===== config.mk =====
export PLATFORM = sky130hd
export DESIGN_NAME = hex_line_render
export DESIGN_NICKNAME = d
export VERILOG_FILES = /design/src/rtl/hex_render_pkg.sv /design/src/rtl/hex_cell_counter.sv /design/src/rtl/hex_line_render.sv
export SDC_FILE = /design/constraint.sdc
export NUM_CORES = 1
export LEC_CHECK = 0
export ABC_AREA = 1
export CAP_MARGIN = 20
export CORE_ASPECT_RATIO = 0.5
export CORE_MARGIN = 5
export CORE_UTILIZATION = 56
export CTS_CLUSTER_SIZE = 16
export DETAILED_ROUTE_END_ITERATION = 10
export DONT_BUFFER_PORTS = 1
export HOLD_SLACK_MARGIN = 0.03
export PLACE_DENSITY = 0.71
export SYNTH_ARGS = -nofsm -noshare
export SYNTH_HDL_FRONTEND = slang
export SYNTH_HIERARCHICAL = 1
export SYNTH_SLANG_ARGS = --single-unit

===== constraint.sdc =====
create_clock -name clk -period 1.2 [get_ports clk]
set_input_delay 0.18 -clock clk [delete_from_list [all_inputs] [get_ports clk]]
set_output_delay 0.18 -clock clk [all_outputs]
set_load 0.01 [all_outputs]

===== src/rtl/hex_render_pkg.sv =====
// Shared font geometry and FSM state type for the hex line renderer.
package hex_render_pkg;

    localparam int FONT_W = 5;
    localparam int FONT_H = 5;
    localparam int CELL_W = 6;

    typedef enum logic {
        IDLE = 1'b0,
        RUN  = 1'b1
    } state_e;

endpackage


===== src/rtl/hex_cell_counter.sv =====
// sub/col/dig cascade for the horizontal walk; outputs describe the pixel of the
// current cycle, with i_start forcing position zero so the first box pixel needs no lead-in.
module hex_cell_counter
    import hex_render_pkg::*;
#(
    parameter int NDIGITS    = 4,
    parameter int SCALE_LOG2 = 1,
    parameter int SUB_W      = (SCALE_LOG2 > 0) ? SCALE_LOG2 : 1,
    parameter int DIG_W      = (NDIGITS > 1) ? $clog2(NDIGITS) : 1
) (
    input  logic             clk,
    input  logic             rst_n,
    input  logic             i_start,
    input  logic             i_run,
    output logic [2:0]       o_col,
    output logic [DIG_W-1:0] o_dig,
    output logic             o_last
);

    localparam logic [SUB_W-1:0] SUB_MAX       = SUB_W'((32'd1 << SCALE_LOG2) - 32'd1);
    localparam logic [2:0]       COL_GAP       = 3'(CELL_W - 1);
    localparam logic [2:0]       COL_FONT_LAST = 3'(FONT_W - 1);
    localparam logic [DIG_W-1:0] DIG_LAST      = DIG_W'(NDIGITS - 1);

    logic [SUB_W-1:0] r_sub;
    logic [2:0]       r_col;
    logic [DIG_W-1:0] r_dig;
    logic [SUB_W-1:0] w_sub;
    logic [2:0]       w_col;
    logic [DIG_W-1:0] w_dig;
    logic [SUB_W-1:0] w_sub_nx;
    logic [2:0]       w_col_nx;
    logic [DIG_W-1:0] w_dig_nx;
    logic             w_sub_wrap;

    // Current position and its successor in the sub -> col -> dig cascade.
    always_comb begin
        w_sub      = i_start ? {SUB_W{1'b0}} : r_sub;
        w_col      = i_start ? 3'd0 : r_col;
        w_dig      = i_start ? {DIG_W{1'b0}} : r_dig;
        w_sub_wrap = (w_sub == SUB_MAX);
        w_sub_nx   = w_sub_wrap ? {SUB_W{1'b0}} : (w_sub + {{(SUB_W-1){1'b0}}, 1'b1});
        w_col_nx   = w_col;
        w_dig_nx   = w_dig;
        if (w_sub_wrap) begin
            if (w_col == COL_GAP) begin
                w_col_nx = 3'd0;
                w_dig_nx = w_dig + {{(DIG_W-1){1'b0}}, 1'b1};
            end else begin
                w_col_nx = w_col + 3'd1;
            end
        end else begin
            w_col_nx = w_col;
        end
    end

    // Counter state advances only on cycles that render a box pixel.
    always_ff @(posedge clk or negedge rst_n) begin
        if (!rst_n) begin
            r_sub <= {SUB_W{1'b0}};
            r_col <= 3'd0;
            r_dig <= {DIG_W{1'b0}};
        end else if (i_run) begin
            r_sub <= w_sub_nx;
            r_col <= w_col_nx;
            r_dig <= w_dig_nx;
        end else begin
            r_sub <= r_sub;
            r_col <= r_col;
            r_dig <= r_dig;
        end
    end

    assign o_col  = w_col;
    assign o_dig  = w_dig;
    assign o_last = (w_dig == DIG_LAST) && (w_col == COL_FONT_LAST) && w_sub_wrap;

endmodule


===== src/rtl/hex_line_render.sv =====
// Draws NDIGITS hex digits at (X0, Y0) through an external 5x5 char generator,
// with a per-frame shadow of the value and a fixed two-cycle pixel latency.
module hex_line_render
    import hex_render_pkg::*;
#(
    parameter int NDIGITS    = 4,
    parameter int X0         = 16,
    parameter int Y0         = 16,
    parameter int SCALE_LOG2 = 1
) (
    input  logic                   clk,
    input  logic                   rst_n,
    input  logic                   frame_start,
    input  logic [4*NDIGITS-1:0]   value,
    input  logic [9:0]             hpos,
    input  logic [9:0]             vpos,
    input  logic                   de,
    output logic [3:0]             digit,
    output logic [2:0]             yoff,
    input  logic [4:0]             bits,
    output logic                   pix,
    output logic                   de_out
);

    localparam int               VAL_W    = 4 * NDIGITS;
    localparam int               DIG_W    = (NDIGITS > 1) ? $clog2(NDIGITS) : 1;
    localparam logic [10:0]      Y0_W     = 11'(Y0);
    localparam logic [10:0]      ROW_SPAN = 11'(FONT_H << SCALE_LOG2);
    localparam logic [9:0]       X0_W     = 10'(X0);
    localparam logic [DIG_W-1:0] DIG_LAST = DIG_W'(NDIGITS - 1);

    state_e             r_state;
    state_e             w_state_nx;
    logic [VAL_W-1:0]   r_shadow;
    logic [3:0]         r_digit;
    logic [2:0]         r_yoff;
    logic               r_hit1;
    logic [2:0]         r_col1;
    logic               r_de1;
    logic               r_pix;
    logic               r_de_out;

    logic [10:0]        w_ry;
    logic               w_row_hit;
    logic [2:0]         w_yoff;
    logic               w_start;
    logic               w_run_now;
    logic [2:0]         w_col;
    logic [DIG_W-1:0]   w_dig;
    logic               w_last;
    logic [DIG_W+1:0]   w_nib_base;
    logic [3:0]         w_nibble;
    logic               w_font_bit;

    // Unsigned subtraction: rows above Y0 wrap to a large value and fail the span test.
    assign w_ry      = {1'b0, vpos} - Y0_W;
    assign w_row_hit = ({1'b0, vpos} >= Y0_W) && (w_ry < ROW_SPAN);
    assign w_yoff    = 3'(w_ry >> SCALE_LOG2);

    // hpos == X0 restarts the walk even mid-run, so a line wrap without blanking is handled.
    assign w_start   = de && w_row_hit && (hpos == X0_W);
    assign w_run_now = w_start || ((r_state == RUN) && de);

    hex_cell_counter #(
        .NDIGITS    (NDIGITS),
        .SCALE_LOG2 (SCALE_LOG2)
    ) u_cell_counter (
        .clk     (clk),
        .rst_n   (rst_n),
        .i_start (w_start),
        .i_run   (w_run_now),
        .o_col   (w_col),
        .o_dig   (w_dig),
        .o_last  (w_last)
    );

    // Next state: stay in RUN until the last font column of the last digit or a de drop.
    always_comb begin
        w_state_nx = IDLE;
        if (w_run_now && !w_last) begin
            w_state_nx = RUN;
        end else begin
            w_state_nx = IDLE;
        end
    end

    // FSM state register.
    always_ff @(posedge clk or negedge rst_n) begin
        if (!rst_n) begin
            r_state <= IDLE;
        end else begin
            r_state <= w_state_nx;
        end
    end

    // Per-frame shadow of the displayed value.
    always_ff @(posedge clk or negedge rst_n) begin
        if (!rst_n) begin
            r_shadow <= {VAL_W{1'b0}};
        end else if (frame_start) begin
            r_shadow <= value;
        end else begin
            r_shadow <= r_shadow;
        end
    end

    // Leftmost digit is the most significant nibble.
    assign w_nib_base = {DIG_LAST - w_dig, 2'b00};
    assign w_nibble   = r_shadow[w_nib_base +: 4];

    // Stage 1: char generator address plus the gating needed one cycle later.
    always_ff @(posedge clk or negedge rst_n) begin
        if (!rst_n) begin
            r_digit <= 4'd0;
            r_yoff  <= 3'd0;
            r_hit1  <= 1'b0;
            r_col1  <= 3'd0;
            r_de1   <= 1'b0;
        end else begin
            if (w_run_now) begin
                r_digit <= w_nibble;
                r_yoff  <= w_yoff;
            end else begin
                r_digit <= r_digit;
                r_yoff  <= r_yoff;
            end
            r_hit1 <= w_run_now && (w_col < 3'(FONT_W));
            r_col1 <= w_col;
            r_de1  <= de;
        end
    end

    // Font column select; the gap column never lights.
    always_comb begin
        w_font_bit = 1'b0;
        case (r_col1)
            3'd0:    w_font_bit = bits[0];
            3'd1:    w_font_bit = bits[1];
            3'd2:    w_font_bit = bits[2];
            3'd3:    w_font_bit = bits[3];
            3'd4:    w_font_bit = bits[4];
            default: w_font_bit = 1'b0;
        endcase
    end

    // Stage 2: final pixel and aligned display enable.
    always_ff @(posedge clk or negedge rst_n) begin
        if (!rst_n) begin
            r_pix    <= 1'b0;
            r_de_out <= 1'b0;
        end else begin
            r_pix    <= r_de1 && r_hit1 && w_font_bit;
            r_de_out <= r_de1;
        end
    end

    assign digit  = r_digit;
    assign yoff   = r_yoff;
    assign pix    = r_pix;
    assign de_out = r_de_out;

endmodule

# [After elaboration in Yosys (flattened, before gate mapping)]
# Index checks and enable logic that the tools add are counted.
[classes] reduce_logical=13 n_mux=10 n_mul=0 order_cmp=3 n_shift=1 bitwise_logic=0 n_eq_ne=8 n_div=0 n_addsub=5
[op_table] cell="16-bit by 5-bit variable part select with 4-bit output" count=1
[op_table] cell="11-bit by 4-bit < comparator with 1-bit output (second input constant)" count=1
[op_table] cell="10-bit by 5-bit subtractor with 11-bit output (second input constant)" count=1
[op_table] cell="10-bit by 5-bit == test with 1-bit output (second input constant)" count=1
[op_table] cell="10-bit by 5-bit greater-or-equal comparator with 1-bit output (second input constant)" count=1
[op_table] cell="1-bit logical AND" count=10
[op_table] cell="3-bit == test (second input constant)" count=3
[op_table] cell="3-bit 2-to-1 mux" count=3
[op_table] cell="3-bit by 2-bit == test with 1-bit output (second input constant)" count=2
[op_table] cell="2-bit 2-to-1 mux" count=3
[op_table] cell="1-bit case mux with 5 select lines" count=1
[op_table] cell="3-bit by 1-bit adder with 3-bit output (second input constant)" count=1
[op_table] cell="3-bit by 1-bit == test with 1-bit output (second input constant)" count=1
[op_table] cell="3-bit logical NOT" count=1
[op_table] cell="3-bit < comparator (second input constant)" count=1
[op_table] cell="1-bit 2-to-1 mux" count=3
[op_table] cell="2-bit by 1-bit adder with 2-bit output (second input constant)" count=1
[op_table] cell="2-bit == test (second input constant)" count=1
[op_table] cell="2-bit subtractor (first input constant)" count=1
[op_table] cell="1-bit adder (second input constant)" count=1
[op_table] cell="1-bit logical NOT" count=1
[op_table] cell="1-bit logical OR" count=1
[word_totals] rom_bits=0 regBits=37 word_cells=52 ramBits=0 input_bits=45 latch_bits=0 out_inout_bits=9 memories=0

# [Logic depth before layout (Yosys ltp)]
[logic_depth] ltp_word=12 mapped_depth=18 mapped_depth_nobuf=16

# [Cells and area by module]
# Netlist, hierarchy kept.
[by_module_without_submodules] mod="hex_line_render" seq_area_each_um2=775.7 cells_each=161 n_inst=1 area_per_inst_um2=1452.6
[by_module_without_submodules] mod="hex_cell_counter" seq_area_each_um2=150.1 cells_each=56 n_inst=1 area_per_inst_um2=375.4

# [Worst setup path before layout]
# OpenSTA, ideal clock, no wires.
[synth_path] path_kind="input-to-reg" start="input port vpos[4]" end="register r_digit[0] (netlist: digit[0])" n_path_buf=2 setup_slack_ns=-0.730 arrival_time_ns=1.813 required_ns=1.083 cell_stages=17 setup_ns=0.117 path_cell_list="inv_2 ha_1 nand2_1 inv_1 nand2_2 nor2_4 nand3_4 inv_1 inv_2 nand2_1 inv_1 clkbuf_2 buf_2 o211ai_1 nand2_1 nand2_1 nand2_1"
[synth_between] elab_chain_cells=8 elab_cells_between_ends=10 classes_between="add/sub: 2; order compare: 2; shift: 1; mux: 1; reduce/logical: 4"
[synth_rtl] element="from (decl)" line="hex_line_render.sv:16" text="input logic [9:0] vpos,"
[synth_rtl] element="10-bit by 5-bit subtractor with 11-bit output" line="hex_line_render.sv:56" text="assign w_ry = {1'b0, vpos} - Y0_W;"
[synth_rtl] element="11-bit by 4-bit < comparator with 1-bit output" line="hex_line_render.sv:57" text="assign w_row_hit = ({1'b0, vpos} >= Y0_W) && (w_ry < ROW_SPAN);"
[synth_rtl] element="1-bit logical AND (*)" line="hex_line_render.sv:57"
[synth_rtl] element="1-bit logical AND (*) (2 in a row)" line="hex_line_render.sv:61" text="assign w_start = de && w_row_hit && (hpos == X0_W);"
[synth_rtl] element="via w_start" line="hex_line_render.sv:46" text="logic w_start;"
[synth_rtl] element="2-bit 2-to-1 mux (*)" line="hex_cell_counter.sv:40" text="w_dig = i_start ? {DIG_W{1'b0}} : r_dig;"
[synth_rtl] element="via w_dig[0]" line="hex_line_render.sv:49" text="logic [DIG_W-1:0] w_dig;"
[synth_rtl] element="2-bit subtractor (*)" line="hex_line_render.sv:108" text="assign w_nib_base = {DIG_LAST - w_dig, 2'b00};"
[synth_rtl] element="16-bit by 5-bit variable part select with 4-bit output (*)" line="hex_line_render.sv:109" text="assign w_nibble = r_shadow[w_nib_base +: 4];"
[synth_rtl] element="to (signal assigned)" line="hex_line_render.sv:121" text="r_digit <= w_nibble;"
[synth_rtl] element="to (signal assigned)" line="hex_line_render.sv:124" text="r_digit <= r_digit;"
[synth_rtl] element="to (decl)" line="hex_line_render.sv:35" text="logic [3:0] r_digit;"
# Mark *: on every way through the listed nets, which the timed path passes. The rest lies on a longest branch.
# A chain may end at the register's enable or synchronous reset.

# [Worst setup path in the final report]
[layout_path] start="input port vpos[4]" end="register r_digit[2] (netlist: digit[2])"
# The elaborated chain is that of the path after synthesis.

==> reports/metrics.yaml <==
place:
  place_worst_setup_slack_ns: -0.4387
  port-buffer-count: 0
  detailedPlacementHpwl_mm: 2.558
  replace_congestion: 0.8304
clock_tree:
  insertion_delay_ns: 0.29
  cts_made_buffers: 5
  cts_buffer_depth: 2
  cts_tree: "yes"
  cts.clk_slew.worst_paths_ns: 0.08
  htree_num_levels: 2
  clock_sink_count: 37
  ctsRootBufferMaster: "sky130_fd_sc_hd__clkbuf_8"
worst_setup_path:
  critPathLaunchType: "input port"
  crit_path_cell_trace: "inv_12 -> ha_4 -> nand2_2 -> inv_2 -> nand2_2 -> nor2_4 -> nand3_4 -> inv_4 -> inv_4 -> nand2_4 -> inv_6 -> buf_12 -> o211ai_1 -> nand2_1 -> nand2_2 -> nand2_1"
  endpoint_required_time_on_the_critical_path_ns: 1.38
  r2r.worst_path.cells: 7
  critical_path.top_delay_family: "simple AND/OR/NAND/NOR gates"
  critical_path.max_fanout: 8
  cell_type_of_the_slowest_stage_on_the_worst_timing_path: "sky130_fd_sc_hd__ha_4"
  maximum_cell_stage_delay_along_the_critical_path_ns: 0.24
  reg2reg_setup_slack_ns: 0.03
  critical_path_buf_inv_count: 6
  timing.critical_path.arrival_ns: 1.49
  path_class: "in2reg"
  crit-reg2reg-capture: "digit[2]"
  endpoint_kind: "flop"
  critical_path.reg2reg.startpoint: "u_cell_counter/r_dig[0]"
  crit_path_frequent_cell: "sky130_fd_sc_hd__nand2_2"
yosys:
  synth.distinct_cells: 25
  count_of_flip_flops_with_a_built_in_enable_after_synthesis: 0
  synth-seq-area-share_pct: 50.65
  yosysMostFrequentCell: "sky130_fd_sc_hd__nand2_1"
  netlist_instances: 217
  synthesis.area_per_instance_sq_um: 8.424
  total_nets_after_synthesis: 264
  synth.top_cells.by_count: "sky130_fd_sc_hd__nand2_1, sky130_fd_sc_hd__dfrtp_1, sky130_fd_sc_hd__inv_1"
  postSynth.asyncResetShare_pct: 100.0
  post_synth_main_area_contributors: "sky130_fd_sc_hd__dfrtp_1, sky130_fd_sc_hd__nand2_1, sky130_fd_sc_hd__inv_1, sky130_fd_sc_hd__mux2_2, sky130_fd_sc_hd__nand3_1"
  yosysWarningCount: 6
  synth.cell_area_sq_um: 1828
  synth.top_cell.area_share_pct: 50.65
  synth_area_leader: "sky130_fd_sc_hd__dfrtp_1"
  flip_flop_cell_with_the_highest_count_after_synthesis: "sky130_fd_sc_hd__dfrtp_1"
  synth-seq-cells: 37
die:
  rows: 14
  die_y_microns: 50.40
  coreArea_sq_um: 3065
  initial_utilization_pct: 59.63
  io_pins: 54
  floorplan.die_area_sq_um: 4576
  chipWidth_microns: 90.80
route:
  drt_first_iter_violations: 71
  drt-wirelength-per-cell_microns: 13.52
  drt_wirelength_mm: 4.015
  drc: 0
  vias_per_cell: 5.236
  ant_nets: 0
  firstDrtPassIters: 4
  via_count: 1555
power:
  leakagePower_nw: 1.195
  power.share.clock_pct: 42.5
  power-per-cell-area_nw_per_um2: 1084
  max-vdd-ir-drop_mv: 1.168
  switching_share_pct: 21.67
  sequentialPowerShare_pct: 49.8
  internal_power_w: 0.002084
  combPwrFrac_pct: 7.7
  netSwitchingPower_w: 0.0005767
sta:
  worst_pin_slew_ns: 0.5165
  final_critical_path_setup_slack_ns: -0.1051
  fmaxAchievable_ghz: 0.7662
  final_min_period_over_clock_period_pct: 108.8
  final_hold_viol_count: 0
  finalSetupViolations: 5
  maxSlewViolCount: 0
  grt_setup_unrepaired: "true"
  max-slew-margin-rel_pct: 65.45
  timing.clock.skew_ns: 0.003159
  layout_min_cycle_time_ns: 1.305
flow_run:
  maxCapViolations: 0
cells_and_area:
  layout.core_utilization_pct: 80.08
  num-fill-cells: 195
  antenna-diode-count: 0
  share_of_final_layout_standard_cells_stronger_than_drive_strength_1_pct: 29.96
  areaGrowthSynthToFinish_pct: 34.29
  final_net_count: 303
worst_hold_path:
  worstHoldStart: "value[12]"
  hold_end: "r_shadow[12]"
  hold_depth: 1
  worstHoldPathType: "in2reg"
status:
  outcome: "complete, but fails checks"
  violations: "setup timing"
grt:
  grtUsageTotal_pct: 18.08
  antenna_found_initial: 0
  grt_start_max_net_pins: 38
  grt_first_pass_wirelength_mm: 6.686
  grt_overflow_total: 0
  number_of_global_route_vias_before_repair: 1526
-- power groups by stage --
stage	Sequential, W	Combinational (W)	Clock (W)
after global routing	0.00133	0.000236	0.00122
after global placement	0.00135	0.000111	0
after detailed placement	0.00135	0.000115	0
after CTS	0.00132	0.000200	0.00115
after floorplan	0.00134	0.000110	0
final	0.00132	0.000205	0.00113
-- how the worst max path moves through the flow --
stage	end	slack, ns	from	depth (start not counted)
2_1_floorplan	digit[2]	-0.57	vpos[4]	17
3_3_place_gp	digit[2]	-0.40	vpos[4]	16
3_5_place_dp	digit[1]	-0.44	vpos[4]	17
4_1_cts	digit[1]	-0.11	vpos[4]	16
5_1_grt	digit[1]	-0.22	vpos[4]	16
6_report	digit[2]	-0.11	vpos[4]	16
-- worst register-to-register path: cells and delay by family, from the launching register on --
family	cells	cell delay [ns]
buf+inv	2	0.18
simple gates	4	0.31
flops	1	0.41
compound gates	1	0.17
-- per-layer routing --
| metal | track usage, % | wire (microns) |
|---|---|---|
| met1 | 20.23 | 1698 |
| met2 | 32.41 | 2006 |
| met3 | 6.716 | 289 |
| met4 | 6.341 | 21 |
| met5 | 0 | 0 |
-- flip-flops by register name, indices dropped and copies added, names as in the netlist --
| register | cells |
|---|---|
| de_out | 1 |
| digit | 4 |
| pix | 1 |
| r_col1 | 3 |
| r_de1 | 1 |
| r_hit1 | 1 |
| r_shadow | 16 |
| r_state | 1 |
| u_cell_counter/r_col | 3 |
| u_cell_counter/r_dig | 2 |
| u_cell_counter/r_sub | 1 |
| yoff | 3 |
-- layout by cell type (no fill, tap or decap), types with 3 or more instances in the layout --
cell type,netlist,routed
sky130_fd_sc_hd__nor2_2,6,6
sky130_fd_sc_hd__o21ai_1,0,4
sky130_fd_sc_hd__mux2_2,8,8
sky130_fd_sc_hd__inv_4,1,3
sky130_fd_sc_hd__nor2_1,16,16
sky130_fd_sc_hd__buf_4,0,16
sky130_fd_sc_hd__nand3_2,1,3
sky130_fd_sc_hd__nand3_1,15,12
sky130_fd_sc_hd__inv_2,3,7
sky130_fd_sc_hd__o21ai_0,15,11
sky130_fd_sc_hd__inv_1,29,20
sky130_fd_sc_hd__dfrtp_1,37,37
sky130_fd_sc_hd__dlygate4sd3_1,0,18
sky130_fd_sc_hd__a21oi_1,4,3
sky130_fd_sc_hd__o211ai_1,4,4
sky130_fd_sc_hd__clkbuf_8,0,6
sky130_fd_sc_hd__nand2_1,58,52
sky130_fd_sc_hd__nand2_2,4,8
-- stage by stage --
| stage | instances | TNS [ns] | hold slack, ns | cell area (sq um) | total power [W] |
|---|---|---|---|---|---|
| finish | 297 | -0.4247 | 0.04350 | 2455 | 0.002661 |
| global route | 297 | -1.203 | 0.03108 | 2455 | 0.002781 |
| CTS | 292 | -0.3668 | 0.03128 | 2355 | 0.002674 |
| detailed placement | 264 | -4.653 | -0.1146 | 1999 | 0.001463 |
| global placement | 264 | -4.381 | -0.1146 | 1999 | 0.001457 |
| floorplan | 217 | -4.073 | -0.1156 | 1883 | 0.001451 |
-- cells by family (layout without fill, tap and decap cells) --
family                   Yosys count  after routing  synth area share, %
AND/OR/NAND/NOR                  106            106                26.90
buffers and inverters             39             79                8.487
flip-flops                        37             37                50.65
AO/OA/AOI/OAI                     25             25                7.666
multiplexers                       8              8                4.928
adder cells (fa/ha/maj)            2              2                1.369
-- layout make-up --
cell class | instances | area, sq um | share of cell area, %
clock buffer | 6 | 82.58 | 3.364
multi-input combinational | 141 | 828.3 | 33.74
inverter | 33 | 153.9 | 6.269
sequential | 37 | 925.9 | 37.72
timing repair buffer | 38 | 376.6 | 15.34
clock inverter | 2 | 37.54 | 1.529
tap | 40 | 50.05 | 2.039
-- repair_timing --
action | CTS | global route
hold buffers | 17 | 2
hold endpoints to repair | 51 | 2
resized for setup | 12 | 14
pin swaps | 5 | 11
gates cloned | 0 | 1
buffers inserted | 4 | 2
setup endpoints to repair | 7 | 11
(Power assumes the default switching activity.)
